==> src/rtl/svpwm_carrier_compare.sv <==
// SVPWM carrier/compare stage: min-max zero-sequence injection, threshold
// conversion, up/down triangular carrier, valley-synchronous shadow load and
// per-phase complementary gate generation with programmable dead time.
module svpwm_carrier_compare #(
  parameter int CNT_W = 12,
  parameter int DEAD  = 50
) (
  input  logic                    clk,
  input  logic                    reset,
  input  logic                    enb,
  input  logic signed [15:0]      va,
  input  logic signed [15:0]      vb,
  input  logic signed [15:0]      vc,
  input  logic signed [15:0]      vmin,
  input  logic signed [15:0]      vmax,
  output logic                    pwm_ah,
  output logic                    pwm_al,
  output logic                    pwm_bh,
  output logic                    pwm_bl,
  output logic                    pwm_ch,
  output logic                    pwm_cl,
  output logic                    carrier_sync,
  output logic [CNT_W-1:0]        carrier
);

  localparam int               DC_W   = (DEAD > 0) ? $clog2(DEAD + 1) : 1;
  localparam logic [CNT_W-1:0] CMAX   = {CNT_W{1'b1}};
  localparam logic [CNT_W-1:0] HALF   = {1'b1, {(CNT_W-1){1'b0}}};
  localparam logic [CNT_W-1:0] ONE    = {{(CNT_W-1){1'b0}}, 1'b1};
  localparam logic [DC_W-1:0]  DEAD_V = DC_W'(DEAD);
  localparam logic [DC_W-1:0]  DC_ONE = DC_W'(1);

  typedef enum logic {
    DIR_DOWN = 1'b0,
    DIR_UP   = 1'b1
  } dir_e;

  logic signed [15:0] v_in     [3];
  logic signed [16:0] vsum;
  logic signed [16:0] off;
  logic signed [17:0] diff     [3];
  logic        [15:0] biased   [3];

  logic signed [15:0] mod_q    [3];
  logic signed [15:0] mod_d    [3];
  logic [CNT_W-1:0]   thr_q    [3];
  logic [CNT_W-1:0]   thr_d    [3];
  logic [CNT_W-1:0]   shadow_q [3];
  logic [CNT_W-1:0]   shadow_d [3];

  logic [CNT_W-1:0]   cnt_q, cnt_d;
  dir_e               dir_q, dir_d;
  logic               sync_q, sync_d;

  logic [2:0]         raw;
  logic [2:0]         s_q, s_d;
  logic [2:0]         h_q, h_d;
  logic [2:0]         l_q, l_d;
  logic [DC_W-1:0]    dc_q     [3];
  logic [DC_W-1:0]    dc_d     [3];

  // Injection and threshold pipeline: remove the min-max midpoint, saturate, then bias to unsigned and keep the top CNT_W bits.
  always_comb begin
    v_in[0] = va;
    v_in[1] = vb;
    v_in[2] = vc;
    vsum    = {vmin[15], vmin} + {vmax[15], vmax};
    off     = vsum >>> 1;
    for (int k = 0; k < 3; k++) begin
      diff[k]   = {{2{v_in[k][15]}}, v_in[k]} - {off[16], off};
      biased[k] = {~mod_q[k][15], mod_q[k][14:0]};
      mod_d[k]  = mod_q[k];
      thr_d[k]  = thr_q[k];
      if (enb) begin
        if (diff[k] > 18'sd32767) begin
          mod_d[k] = 16'sh7fff;
        end else if (diff[k] < -18'sd32768) begin
          mod_d[k] = 16'sh8000;
        end else begin
          mod_d[k] = diff[k][15:0];
        end
        thr_d[k] = biased[k][15 -: CNT_W];
      end
    end
  end

  // Triangular carrier plus valley-synchronous shadow load; the sync pulse is registered alongside the load.
  always_comb begin
    cnt_d  = cnt_q;
    dir_d  = dir_q;
    sync_d = 1'b0;
    for (int k = 0; k < 3; k++) begin
      shadow_d[k] = shadow_q[k];
    end
    if (enb) begin
      if (dir_q == DIR_UP) begin
        if (cnt_q == CMAX) begin
          cnt_d = CMAX - ONE;
          dir_d = DIR_DOWN;
        end else begin
          cnt_d = cnt_q + ONE;
        end
      end else begin
        if (cnt_q == '0) begin
          cnt_d = ONE;
          dir_d = DIR_UP;
        end else begin
          cnt_d = cnt_q - ONE;
        end
      end
      if (cnt_q == '0) begin
        sync_d = 1'b1;
        for (int k = 0; k < 3; k++) begin
          shadow_d[k] = thr_q[k];
        end
      end
    end
  end

  // Compare and dead time: gates follow the stored state only once it has been stable for DEAD edges, so the gap is exactly DEAD cycles.
  always_comb begin
    for (int k = 0; k < 3; k++) begin
      raw[k]  = (shadow_q[k] > cnt_q);
      s_d[k]  = s_q[k];
      dc_d[k] = dc_q[k];
      h_d[k]  = h_q[k];
      l_d[k]  = l_q[k];
      if (enb) begin
        if (DEAD == 0) begin
          s_d[k] = raw[k];
          h_d[k] = raw[k];
          l_d[k] = ~raw[k];
        end else if (raw[k] != s_q[k]) begin
          s_d[k]  = raw[k];
          dc_d[k] = DEAD_V;
          h_d[k]  = 1'b0;
          l_d[k]  = 1'b0;
        end else if (dc_q[k] != '0) begin
          dc_d[k] = dc_q[k] - DC_ONE;
          if (dc_q[k] == DC_ONE) begin
            h_d[k] = s_q[k];
            l_d[k] = ~s_q[k];
          end else begin
            h_d[k] = 1'b0;
            l_d[k] = 1'b0;
          end
        end else begin
          h_d[k] = s_q[k];
          l_d[k] = ~s_q[k];
        end
      end
    end
  end

  // State registers; the stored state resets to 1 because the reset shadow (half scale) exceeds cnt=0.
  always_ff @(posedge clk) begin
    if (reset) begin
      cnt_q  <= '0;
      dir_q  <= DIR_UP;
      sync_q <= 1'b0;
      s_q    <= 3'b111;
      h_q    <= 3'b000;
      l_q    <= 3'b000;
      for (int k = 0; k < 3; k++) begin
        mod_q[k]    <= '0;
        thr_q[k]    <= HALF;
        shadow_q[k] <= HALF;
        dc_q[k]     <= DEAD_V;
      end
    end else begin
      cnt_q  <= cnt_d;
      dir_q  <= dir_d;
      sync_q <= sync_d;
      s_q    <= s_d;
      h_q    <= h_d;
      l_q    <= l_d;
      for (int k = 0; k < 3; k++) begin
        mod_q[k]    <= mod_d[k];
        thr_q[k]    <= thr_d[k];
        shadow_q[k] <= shadow_d[k];
        dc_q[k]     <= dc_d[k];
      end
    end
  end

  assign pwm_ah       = h_q[0];
  assign pwm_al       = l_q[0];
  assign pwm_bh       = h_q[1];
  assign pwm_bl       = l_q[1];
  assign pwm_ch       = h_q[2];
  assign pwm_cl       = l_q[2];
  assign carrier_sync = sync_q;
  assign carrier      = cnt_q;

endmodule
==> config.mk <==
export PLATFORM = sky130hd
export DESIGN_NAME = svpwm_carrier_compare
export DESIGN_NICKNAME = d
export VERILOG_FILES = /design/src/rtl/svpwm_carrier_compare.sv
export SDC_FILE = /design/constraint.sdc
export NUM_CORES = 1
export LEC_CHECK = 0
export BUFFER_PORTS_ARGS = -buffer_cell sky130_fd_sc_hd__clkbuf_2
export CAP_MARGIN = 15
export CORE_ASPECT_RATIO = 0.6
export CORE_UTILIZATION = 55
export CTS_BUF_LIST = sky130_fd_sc_hd__clkbuf_16
export CTS_CLUSTER_DIAMETER = 120
export DETAILED_ROUTE_END_ITERATION = 16
export PLACE_DENSITY = 0.84
export SLEW_MARGIN = 0
export SYNTH_ARGS = -nofsm -noshare
export SYNTH_HDL_FRONTEND = slang
export SYNTH_SLANG_ARGS = --single-unit
export TNS_END_PERCENT = 30
==> constraint.sdc <==
create_clock -name clk -period 8 [get_ports clk]
set_input_delay 1.6 -clock clk [delete_from_list [all_inputs] [get_ports clk]]
set_output_delay 1.6 -clock clk [all_outputs]
set_load 0.05 [all_outputs]
==> results of run 1 <==
## final timing paths
check                from              end  depth (start not counted)
min reg2reg  thr_q[0][30]  shadow_q[0][30]                          2
max               vmin[2]     mod_q[0][38]                         18
max reg2reg    carrier[9]       dc_q[0][5]                         11
min          thr_q[0][30]  shadow_q[0][30]                          2
## sequential cells by signal, summed over array words and instances (netlist names)
signal        count
shadow_q         36
h_q               3
carrier_sync      1
l_q               3
carrier          12
dir_q             1
thr_q            36
dc_q             18
mod_q            36
s_q               3
## where the power goes
part	total (mW)	internal [mW]	switching (mW)	leakage, nW
clock network	0.759	0.429	0.330	0.256
logic	0.966	0.400	0.566	3.39
registers	0.861	0.814	0.0470	1.22
## layer usage
metal | up-vias | routed length [um] | GRT usage
li1 | 4652 | - | -
met1 | 4429 | 12400 | 0.397
met2 | 371 | 11100 | 0.425
met3 | 30 | 2590 | 0.0826
met4 | 0 | 293 | 0.0684
met5 | - | 0 | 0
## final cells by class
class	instances	area (sq um)
timing repair buffer	111	612
multi-input combinational	1001	6780
fill	1531	6640
inverter	53	199
tap	240	300
clock buffer	17	425
clock inverter	14	131
sequential	149	2980
## cells by family (layout without fill, tap and decap cells)
| kind of cell | count (synthesis) | after routing | synth area share |
|---|---|---|---|
| AO/OA/AOI/OAI | 338 | 338 | 0.226 |
| buffers and inverters | 107 | 195 | 0.0412 |
| multiplexers | 37 | 37 | 0.0364 |
| AND/OR/NAND/NOR | 436 | 436 | 0.193 |
| XOR/XNOR | 71 | 71 | 0.0653 |
| adder cells (fa/ha/maj) | 119 | 119 | 0.145 |
| flip-flops | 149 | 149 | 0.293 |
## worst register-to-register path, cell delays in order (launching register included)
cell and delay (ns):
dfxtp_1 0.52, inv_1 0.25, ha_1 0.37, nand4_1 0.13, or3_1 0.39, a21oi_1 0.57
xor2_1 0.42, o21ai_0 0.28, or4_1 0.51, nor3_1 0.20, xnor2_1 0.16, nand2_1 0.08
## Yosys cell counts, types with 5 or more instances
cell,n
a21oi_1,118
o31ai_1,8
nor3_1,35
xor2_1,16
and3_1,11
nand4_1,18
and2_1,9
clkbuf_1,43
or2_2,8
a211oi_2,6
dfxtp_1,149
nor2b_1,20
a21o_1,25
nand2b_1,9
inv_1,51
o21ai_0,59
nand3_1,12
o211ai_1,5
nand2_1,154
o221a_2,8
a31o_2,7
a211oi_1,17
xnor2_1,51
o21ai_1,5
buf_2,8
o21a_1,13
ha_1,92
maj3_1,13
mux2i_1,37
nor2_1,132
nor4_1,11
or3_1,9
maj3_2,10
a311oi_1,9
## through the flow
step           instances  utilization  instance area (sq um)  power (mW)
2_1_floorplan       1257            -                  10200        1.60
3_3_place_gp        1551        0.599                  10800        1.77
3_5_place_dp        1551        0.599                  10800        1.81
4_1_cts             1582        0.630                  11400        2.57
5_1_grt             1585        0.633                  11400        2.74
6_report            1585        0.633                  11400        2.59
==> out/metrics.cfg, run 1 <==
[run_status]
status = complete, no violations

[grt]
grt_pass1_wl_um = 43000
overflow = 0
grt_pass1_vias = 8799
grt_max_degree = 106
antenna_found_initial = 0
track_usage = 0.284

[synthesis]
synth_cell_types = 76
synth_top_area_share = 0.293
synth_area_leader_cell = dfxtp_1
netlist_instances = 1257
synth_area_sq_um = 10200
synthTopCellsByArea = dfxtp_1 (29%), ha_1 (11%), a21oi_1 (5.8%)
synth_fp_nets = 1436
ys_async_sr_fraction = 0
synth_edf_count = 0
syn-mean-instance-area_sq_um = 8.10
yosysWarnings = 0
synth_seq_cells = 149
synth_seq_area_share = 0.293
synth-main-ff-cell = dfxtp_1

[pwr]
cellPowerDensity_nw_per_um2 = 226
max-vdd-ir-drop_mv = 0.157
p_leak_nw = 4.87

[sta]
clock_skew_ns = 0.00585
fin_tns_setup_ns = 0
max_freq_mhz = 157
worstMarginPinSlew_ns = 1.11
slew_violations = 0
rsz0062_at_grt = no
finalWorstSetupSlack_ns = 1.65
hold_viol = 0
fin_crit_ns = 6.35
setup_violations = 0
relSlewSlack = 0.262
finalCritPeriodShare = 0.794
whs_ns = 0.450

[clocking]
clk_transition_reported_paths_ns = 0.06
cts_setup_buffers = 0
cts_buffer_depth = 2
numClockSinks = 149
insertion_delay_ns = 0.42
ctsHoldBuffers = 0
htree_levels = 4
cts_resized = 0
cts-buffers-inserted = 17
root_buffer = clkbuf_16
tritoncts = built

[floorplan]
boundaryPins = 102
die-area_sq_um = 19100
fp.dieH_um = 107
start_util = 0.563
dieWidth_um = 178
core-area_sq_um = 18100
fp-row-count = 38

[worst_setup_path]
required_ns = 8.32
arrival_ns = 6.67
cp_top_family = adder cells
ff2ff_setup_slack_ns = 3.98
critPathKind = primary input to flip-flop
crit_slowest_cell = xnor2_1
crit_chain = clkbuf_2 -> ha_1 -> nor2b_1 -> o31ai_1 -> nand2_1 -> xnor2_1 -> ha_1 -> o21a_1 -> nor2_1 -> a21oi_1 -> maj3_1 -> maj3_2 -> maj3_1 -> o21bai_2 -> o21ai_1 -> xnor2_1 -> o21ai_0 -> o221a_2
crit_buf_inv = 1
crit_fanout = 12
cp-start-kind = primary input
endpoint_kind = flip-flop
slowest_delay_ns = 0.76

[layout]
area_delta_synth_final_pct = 12.3
mostFrequentLayoutCells = nand2_1 (154), dfxtp_1 (149), nor2_1 (131)
drive_above_1_share = 0.145
n_antenna_cell = 0
layout_commonest_cell = nand2_1
nets = 1512

[placed_design]
dp_worst_setup_slack_ns = 1.20
gp_congestion = 0.978
io_buffers = 101
hpwlAfterDp_um = 19400

[route]
totalWireLength_um = 26400
ant_nets = 0
via_per_inst = 5.98
drt_first_pass_iters = 5
drc_errors = 0
avgRoutedWirePerCell_um = 16.6
vias = 9482
dr.first_iter.drc_count = 941

[hold_path]
min_path_type = flip-flop to flip-flop

[job]
cap_violations = 0

Note: power is estimated with default switching activity, not from simulation.
==> run 2: changes to the inputs <==
- ABC_AREA: default -> 1
- clock period: 8 -> 6.5 ns (I/O delays scaled with it)
==> run 2 against run 1 <==
Cell count up 19%. Clock power grew 33%. Register-to-register slack lost 0.85 ns. Hold slack lost 0.0096 ns. Setup slack worse by 0.24 ns. Final area rose by 2.5%. Sequential share of layout area is 0.63 points lower. Critical path depth rose by 3. Critical path type unchanged. Largest power group unchanged.
==> out/metrics.cfg, run 2 <==
[grt]
overflow = 0  ; unchanged
grtUsageMet2 = 0.445  ; +0.0202
antenna_found_initial = 0  ; unchanged
grt_max_degree = 87  ; -18%
grt-busiest-layer = met2
track_usage = 0.293  ; +0.00890
grt_use_met3 = 0.0792  ; -0.00347
grt_use_met1 = 0.412  ; +0.0146
grt_pass1_wl_um = 46700  ; +8.6%
grt_pass1_vias = 9780  ; +11%

[route]
avgRoutedWirePerCell_um = 14.8  ; -11%
drt_first_pass_iters = 6  ; +1
ant_nets = 0  ; unchanged
dr.first_iter.drc_count = 1091  ; +16%
totalWireLength_um = 27900  ; +5.9%
vias = 10700  ; +12%
via_per_inst = 5.63  ; -5.9%
drc_errors = 0  ; unchanged

[worst_setup_path]
crit_fanout = 11  ; -1
cp-start-kind = primary input
cp_top_family = compound AO/OA/AOI/OAI gates
critPathLaunch = vmin[1]
ff2ff_setup_slack_ns = 3.13  ; -0.85 ns
arrival_ns = 5.35  ; -1.32 ns
cp.depth = 21  ; +3
cp-endpoint = mod_q[0][36]
critPathKind = primary input to flip-flop
slowest_delay_ns = 0.59  ; -0.17 ns
crit_buf_inv = 3  ; +2
crit_path_frequent_cell = nand2_1
ff2ff_path_depth = 15  ; +4
r2r_start = carrier[10]
crit_chain = clkbuf_2 -> inv_1 -> fa_1 -> inv_1 -> nand2_1 -> nand2_1 -> and2_1 -> nand2_2 -> nand3_2 -> a21oi_1 -> o21ai_0 -> nand2_1 -> a22oi_1 -> ha_1 -> a21oi_1 -> a21boi_1 -> nand3_1 -> nand2_1 -> nand2_1 -> a21oi_2 -> a21oi_1
endpoint_kind = flip-flop
crit_slowest_cell = a21oi_2
r2r-end = dc_q[0][1]
required_ns = 6.76  ; -1.56 ns

[floorplan]
boundaryPins = 102  ; unchanged
dieWidth_um = 180  ; +1.5%
fp.dieH_um = 109  ; +1.5%
core-area_sq_um = 18400  ; +1.6%
die-area_sq_um = 19600  ; +2.9%
start_util = 0.571  ; +0.00781
fp-row-count = 38  ; unchanged

[synthesis]
syn-mean-instance-area_sq_um = 6.70  ; -17%
synth_seq_cells = 149  ; unchanged
synth_most_common_cell = nand2_1
synth_cell_types = 40  ; -47%
synth-adder-area-share = 0.117  ; -0.0274
yosysWarnings = 0  ; unchanged
synth_edf_count = 0  ; unchanged
synth_top_family_by_area = simple AND/OR/NAND/NOR gates
synth_seq_area_share = 0.285  ; -0.00850
synth_fp_nets = 1744  ; +21%
synthSimpleGateAreaFrac = 0.297  ; +0.104
synth-main-ff-cell = dfxtp_1
synth_xor_area_frac = 0.0434  ; -0.0218
synth_mux_area_frac = 0  ; -0.0364
synth_area_sq_um = 10500  ; +3.0%
synthTopCellsByCount = nand2_1 (337), nor2_1 (185), inv_1 (181)
synth_top_area_share = 0.285  ; -0.00850
synth_compound_area_frac = 0.169  ; -0.0570
synthTopCellsByArea = dfxtp_1 (28%), nand2_1 (12%), ha_1 (11%)
netlist_instances = 1565  ; +25%
synth_area_leader_cell = dfxtp_1
ys_async_sr_fraction = 0  ; unchanged

[layout]
utilization = 0.638  ; +0.00564
n_antenna_cell = 0  ; unchanged
layout_commonest_cell = nand2_1
mostFrequentLayoutCells = nand2_1 (337), nor2_1 (185), inv_1 (180)
regArea_sq_um = 2980  ; unchanged
drive_above_1_share = 0.132  ; -0.0130
largestRegisters = mod_q (36), shadow_q (36), thr_q (36)
nets = 1819  ; +20%
fillers = 1632  ; +6.6%
finalInstanceArea_sq_um = 11700  ; +2.5%
multi_input_comb_area_sq_um = 6580  ; -3.0%
area_delta_synth_final_pct = 11.7

[clocking]
ctsHoldBuffers = 0  ; unchanged
cts_buffer_depth = 2  ; unchanged
root_buffer = clkbuf_16
tritoncts = built
numClockSinks = 149  ; unchanged
cts_setup_buffers = 0  ; unchanged
insertion_delay_ns = 0.43  ; about the same
clk_transition_reported_paths_ns = 0.07  ; about the same
cts_resized = 0  ; unchanged
cts-buffers-inserted = 17  ; unchanged
htree_levels = 4  ; unchanged

[sta]
worstMarginPinSlew_ns = 0.830  ; -0.276 ns
slew_violations = 0  ; unchanged
clock_skew_ns = 0.0130  ; +0.00716 ns
hold_viol = 0  ; unchanged
fin_crit_ns = 5.09
relSlewSlack = 0.447  ; +0.185
setup_violations = 0  ; unchanged
rsz0062_at_grt = no
max_freq_mhz = 196
finalCritPeriodShare = 0.783
fin_tns_setup_ns = 0  ; unchanged

[job]
cap_violations = 0  ; unchanged

[pwr]
max-vdd-ir-drop_mv = 0.182  ; +16%
cellPowerDensity_nw_per_um2 = 275  ; +21%
p_leak_nw = 5.95  ; +22%
power_mw = 3.22  ; +25%

[placed_design]
post_dp_cell_area_sq_um = 11100  ; +2.4%
io_buffers = 101  ; unchanged
hpwlAfterDp_um = 20800  ; +7.3%
gp_congestion = 1.00  ; +2.4%

[run_status]
status = complete, no violations

[hold_path]
min_path_type = flip-flop to flip-flop

==> run 2: changes by cell type in the layout (fill, tap and decap cells not counted), moves of 37 or more <==
cell | previous run | this run
nand2_1 | 154 | 337
inv_1 | 51 | 180
nand3_1 | 12 | 112
o21ai_0 | 59 | 147
nor2_1 | 131 | 185
xnor2_1 | 51 | 13
mux2i_1 | 37 | 0
==> run 2: where the power goes <==
part	internal [mW]	total, mW	switching (mW)
clock	0.606	1.01	0.408
sequential	1.01	1.06	0.0548
combinational	0.394	1.14	0.749
total	2.01	3.22	1.21
==> run 2: worst min-delay path by stage <==
stage,start,endpoint,cells after the start
final,mod_q[0][31],thr_q[0][23],1
after global routing,h_q[1],h_q[1],2
after CTS,mod_q[0][31],thr_q[0][23],1
after detailed placement,mod_q[0][31],thr_q[0][23],1
after global placement,mod_q[0][15],thr_q[0][11],1
after floorplan,mod_q[0][47],thr_q[0][35],1
==> run 2: final cells by class <==
type	count	share of cell area
repair buffers	106	0.0481
clock inverters	14	0.0150
clock buffers	17	0.0363
well taps	240	0.0256
inverters	184	0.0590
multi-input cells	1182	0.561
flip-flops and latches	149	0.255
==> run 2: kinds of logic (layout without fill, tap and decap cells) <==
group | after synthesis | in the layout
compound gates | 311 | 311
xor+xnor | 52 | 52
fa+ha+maj | 96 | 96
buf+inv | 234 | 321
flops | 149 | 149
simple gates | 723 | 723
==> run 2: metal layers <==
layer,part of all wire,routed length (um)
met5,0,0
met4,0.011,320
met3,0.10,2900
met2,0.41,11600
met1,0.47,13100
==> run 2: through the flow <==
stage,instances,hold slack (ns),setup WS [ns]
after CTS,1891,0.446,1.49
final,1892,0.441,1.41
after floorplan,1565,0.412,2.20
after global routing,1892,0.478,0.983
after global placement,1860,0.426,1.25
after detailed placement,1860,0.432,1.16
==> run 2: worst reg2reg max path, delay by kind of cell (launching register included) <==
family / cells / cell delay [ns]
simple gates: 9 / 1.19
compound gates: 2 / 0.66
flops: 1 / 0.53
buf+inv: 3 / 0.52
fa+ha+maj: 1 / 0.39
==> run 3: changes to the inputs <==
- clock period: 6.5 -> 5.1 ns (I/O delays scaled with it)
==> run 3 against run 2 <==
Combinational power increased by 27%. Wire length decreased by 2.2%. Highest routed layer unchanged. Non-clock buffer count increased by 6. Largest cell class unchanged. Critical path type unchanged.
==> out/metrics.cfg, run 3 (synthesis gave the netlist of run 2 again) <==
[run_status]
status = complete, no violations

[worst_setup_path]
crit_path_frequent_cell = inv_1
cp_top_family = simple AND/OR/NAND/NOR gates
crit_chain = clkbuf_2 -> inv_1 -> fa_1 -> inv_1 -> nand2_1 -> nand2_1 -> and2_1 -> nand2_2 -> nand3_2 -> a21oi_1 -> o21ai_0 -> xnor2_1 -> ha_1 -> inv_1 -> o21ai_1 -> a21boi_0 -> nand3_1 -> nand2_2 -> nor2_2 -> nor2_2 -> a21oi_1
slowest_delay_ns = 0.51  ; -0.08 ns
ff2ff_path_depth = 15  ; unchanged
r2r_start = carrier[10]
crit_fanout = 11  ; unchanged
crit_buf_inv = 4  ; +1
critPathKind = primary input to flip-flop
arrival_ns = 4.68  ; -0.67 ns
endpoint_kind = flip-flop
crit_slowest_cell = nor2_2
r2r-end = dc_q[0][1]
ff2ff_setup_slack_ns = 1.81  ; -1.32 ns
cp-start-kind = primary input
required_ns = 5.38  ; -1.38 ns

[sta]
worstMarginPinSlew_ns = 0.804  ; -0.0258 ns
rsz0062_at_grt = no
fin_tns_setup_ns = 0  ; unchanged
setup_violations = 0  ; unchanged
finalCritPeriodShare = 0.863
relSlewSlack = 0.464  ; +0.0172
fin_crit_ns = 4.40
whs_ns = 0.433  ; -0.00751 ns
finalWorstSetupSlack_ns = 0.698  ; -0.713 ns
max_freq_mhz = 227
slew_violations = 0  ; unchanged
hold_viol = 0  ; unchanged
clock_skew_ns = 0.0155  ; +0.00252 ns

[floorplan]
dieWidth_um = 180  ; unchanged
start_util = 0.571  ; unchanged
core-area_sq_um = 18400  ; unchanged
boundaryPins = 102  ; unchanged
die-area_sq_um = 19600  ; unchanged
fp-row-count = 38  ; unchanged
fp.dieH_um = 109  ; unchanged

[clocking]
clk_transition_reported_paths_ns = 0.06  ; about the same
cts_buffer_depth = 2  ; unchanged
cts-buffers-inserted = 17  ; unchanged
htree_levels = 4  ; unchanged
root_buffer = clkbuf_16
insertion_delay_ns = 0.43  ; about the same
ctsHoldBuffers = 0  ; unchanged
cts_setup_buffers = 0  ; unchanged
cts_resized = 0  ; unchanged
numClockSinks = 149  ; unchanged
tritoncts = built

[hold_path]
worstHoldPathCells = 1  ; unchanged
min_path_type = flip-flop to flip-flop
min_from = mod_q[0][15]
hold_end = thr_q[0][11]

[layout]
layout_commonest_cell = nand2_1
fillers = 1596  ; -2.2%
finalInstanceArea_sq_um = 11700  ; -0.16%
drive_above_1_share = 0.135  ; +0.00306
area_delta_synth_final_pct = 11.6
largestRegisters = mod_q (36), shadow_q (36), thr_q (36)
n_antenna_cell = 0  ; unchanged
nets = 1825  ; +0.33%
utilization = 0.637  ; -0.00102
mostFrequentLayoutCells = nand2_1 (337), nor2_1 (185), inv_1 (180)
layout.cells.non_filler = 1899  ; +0.37%

[grt]
overflow = 0  ; unchanged
track_usage = 0.282  ; -0.0103
antenna_found_initial = 0  ; unchanged
grtUsageMet2 = 0.424  ; -0.0213
grt_pass1_vias = 9464  ; -3.2%
grt_pass1_wl_um = 45100  ; -3.4%
grt-busiest-layer = met2
grt_use_met3 = 0.0671  ; -0.0120
grt_use_met1 = 0.409  ; -0.00234
grt_max_degree = 87  ; unchanged

[route]
via_per_inst = 5.57  ; -1.0%
ant_nets = 0  ; unchanged
dr.first_iter.drc_count = 1190  ; +9.1%
totalWireLength_um = 27300  ; -2.2%
avgRoutedWirePerCell_um = 14.4  ; -2.6%
vias = 10600  ; -0.68%
drt_first_pass_iters = 7  ; +1
drc_errors = 0  ; unchanged

[job]
cap_violations = 0  ; unchanged

[placed_design]
dp_worst_setup_slack_ns = 0.300  ; -0.856 ns
gp_congestion = 0.978  ; -2.4%
io_buffers = 101  ; unchanged
dp.cells = 1867  ; +0.38%
post_dp_cell_area_sq_um = 11200  ; +0.59%
hpwlAfterDp_um = 20500  ; -1.6%

[pwr]
power_mw = 3.98  ; +24%
p_leak_nw = 5.94  ; about the same
cellPowerDensity_nw_per_um2 = 340  ; +24%
max-vdd-ir-drop_mv = 0.228  ; +25%

[run 3: cell types whose count changed in the layout (fill, tap and decap cells not counted), sizes merged]
cell | previous run | this run
inv | 188 | 192
bufinv | 3 | 0
buf | 5 | 11
[run 3: power by group]
| part | switching, mW | leakage, nW | internal [mW] |
|---|---|---|---|
| Combinational | 0.945 | 4.45 | 0.509 |
| Sequential | 0.0675 | 1.23 | 1.29 |
| Clock | 0.541 | 0.260 | 0.633 |
[run 3: worst max path at each step]
stage | startpoint | end | slack, ns | cells after the start
after floorplan | vmin[1] | mod_q[0][37] | 1.08 | 21
after global placement | vmin[1] | mod_q[0][20] | 0.51 | 21
after detailed placement | vmin[1] | mod_q[0][20] | 0.30 | 21
after CTS | vmin[1] | mod_q[0][20] | 0.73 | 21
after global routing | vmin[1] | mod_q[0][20] | 0.44 | 21
final | vmin[1] | mod_q[0][20] | 0.70 | 21
[run 3: per-layer routing]
metal  wire length, um  share of wire
met2             11300           0.41
met3              2560          0.094
met4               219         0.0080
met1             13300           0.49
met5                 0              0
[run 3: final cells by class]
type,instances,area (sq um),share of cell area
well taps,240,300,0.0257
flip-flops and latches,149,2980,0.255
inverters,184,691,0.0591
multi-input cells,1182,6580,0.562
clock buffers,17,425,0.0364
repair buffers,112,601,0.0514
clock inverters,15,119,0.0102
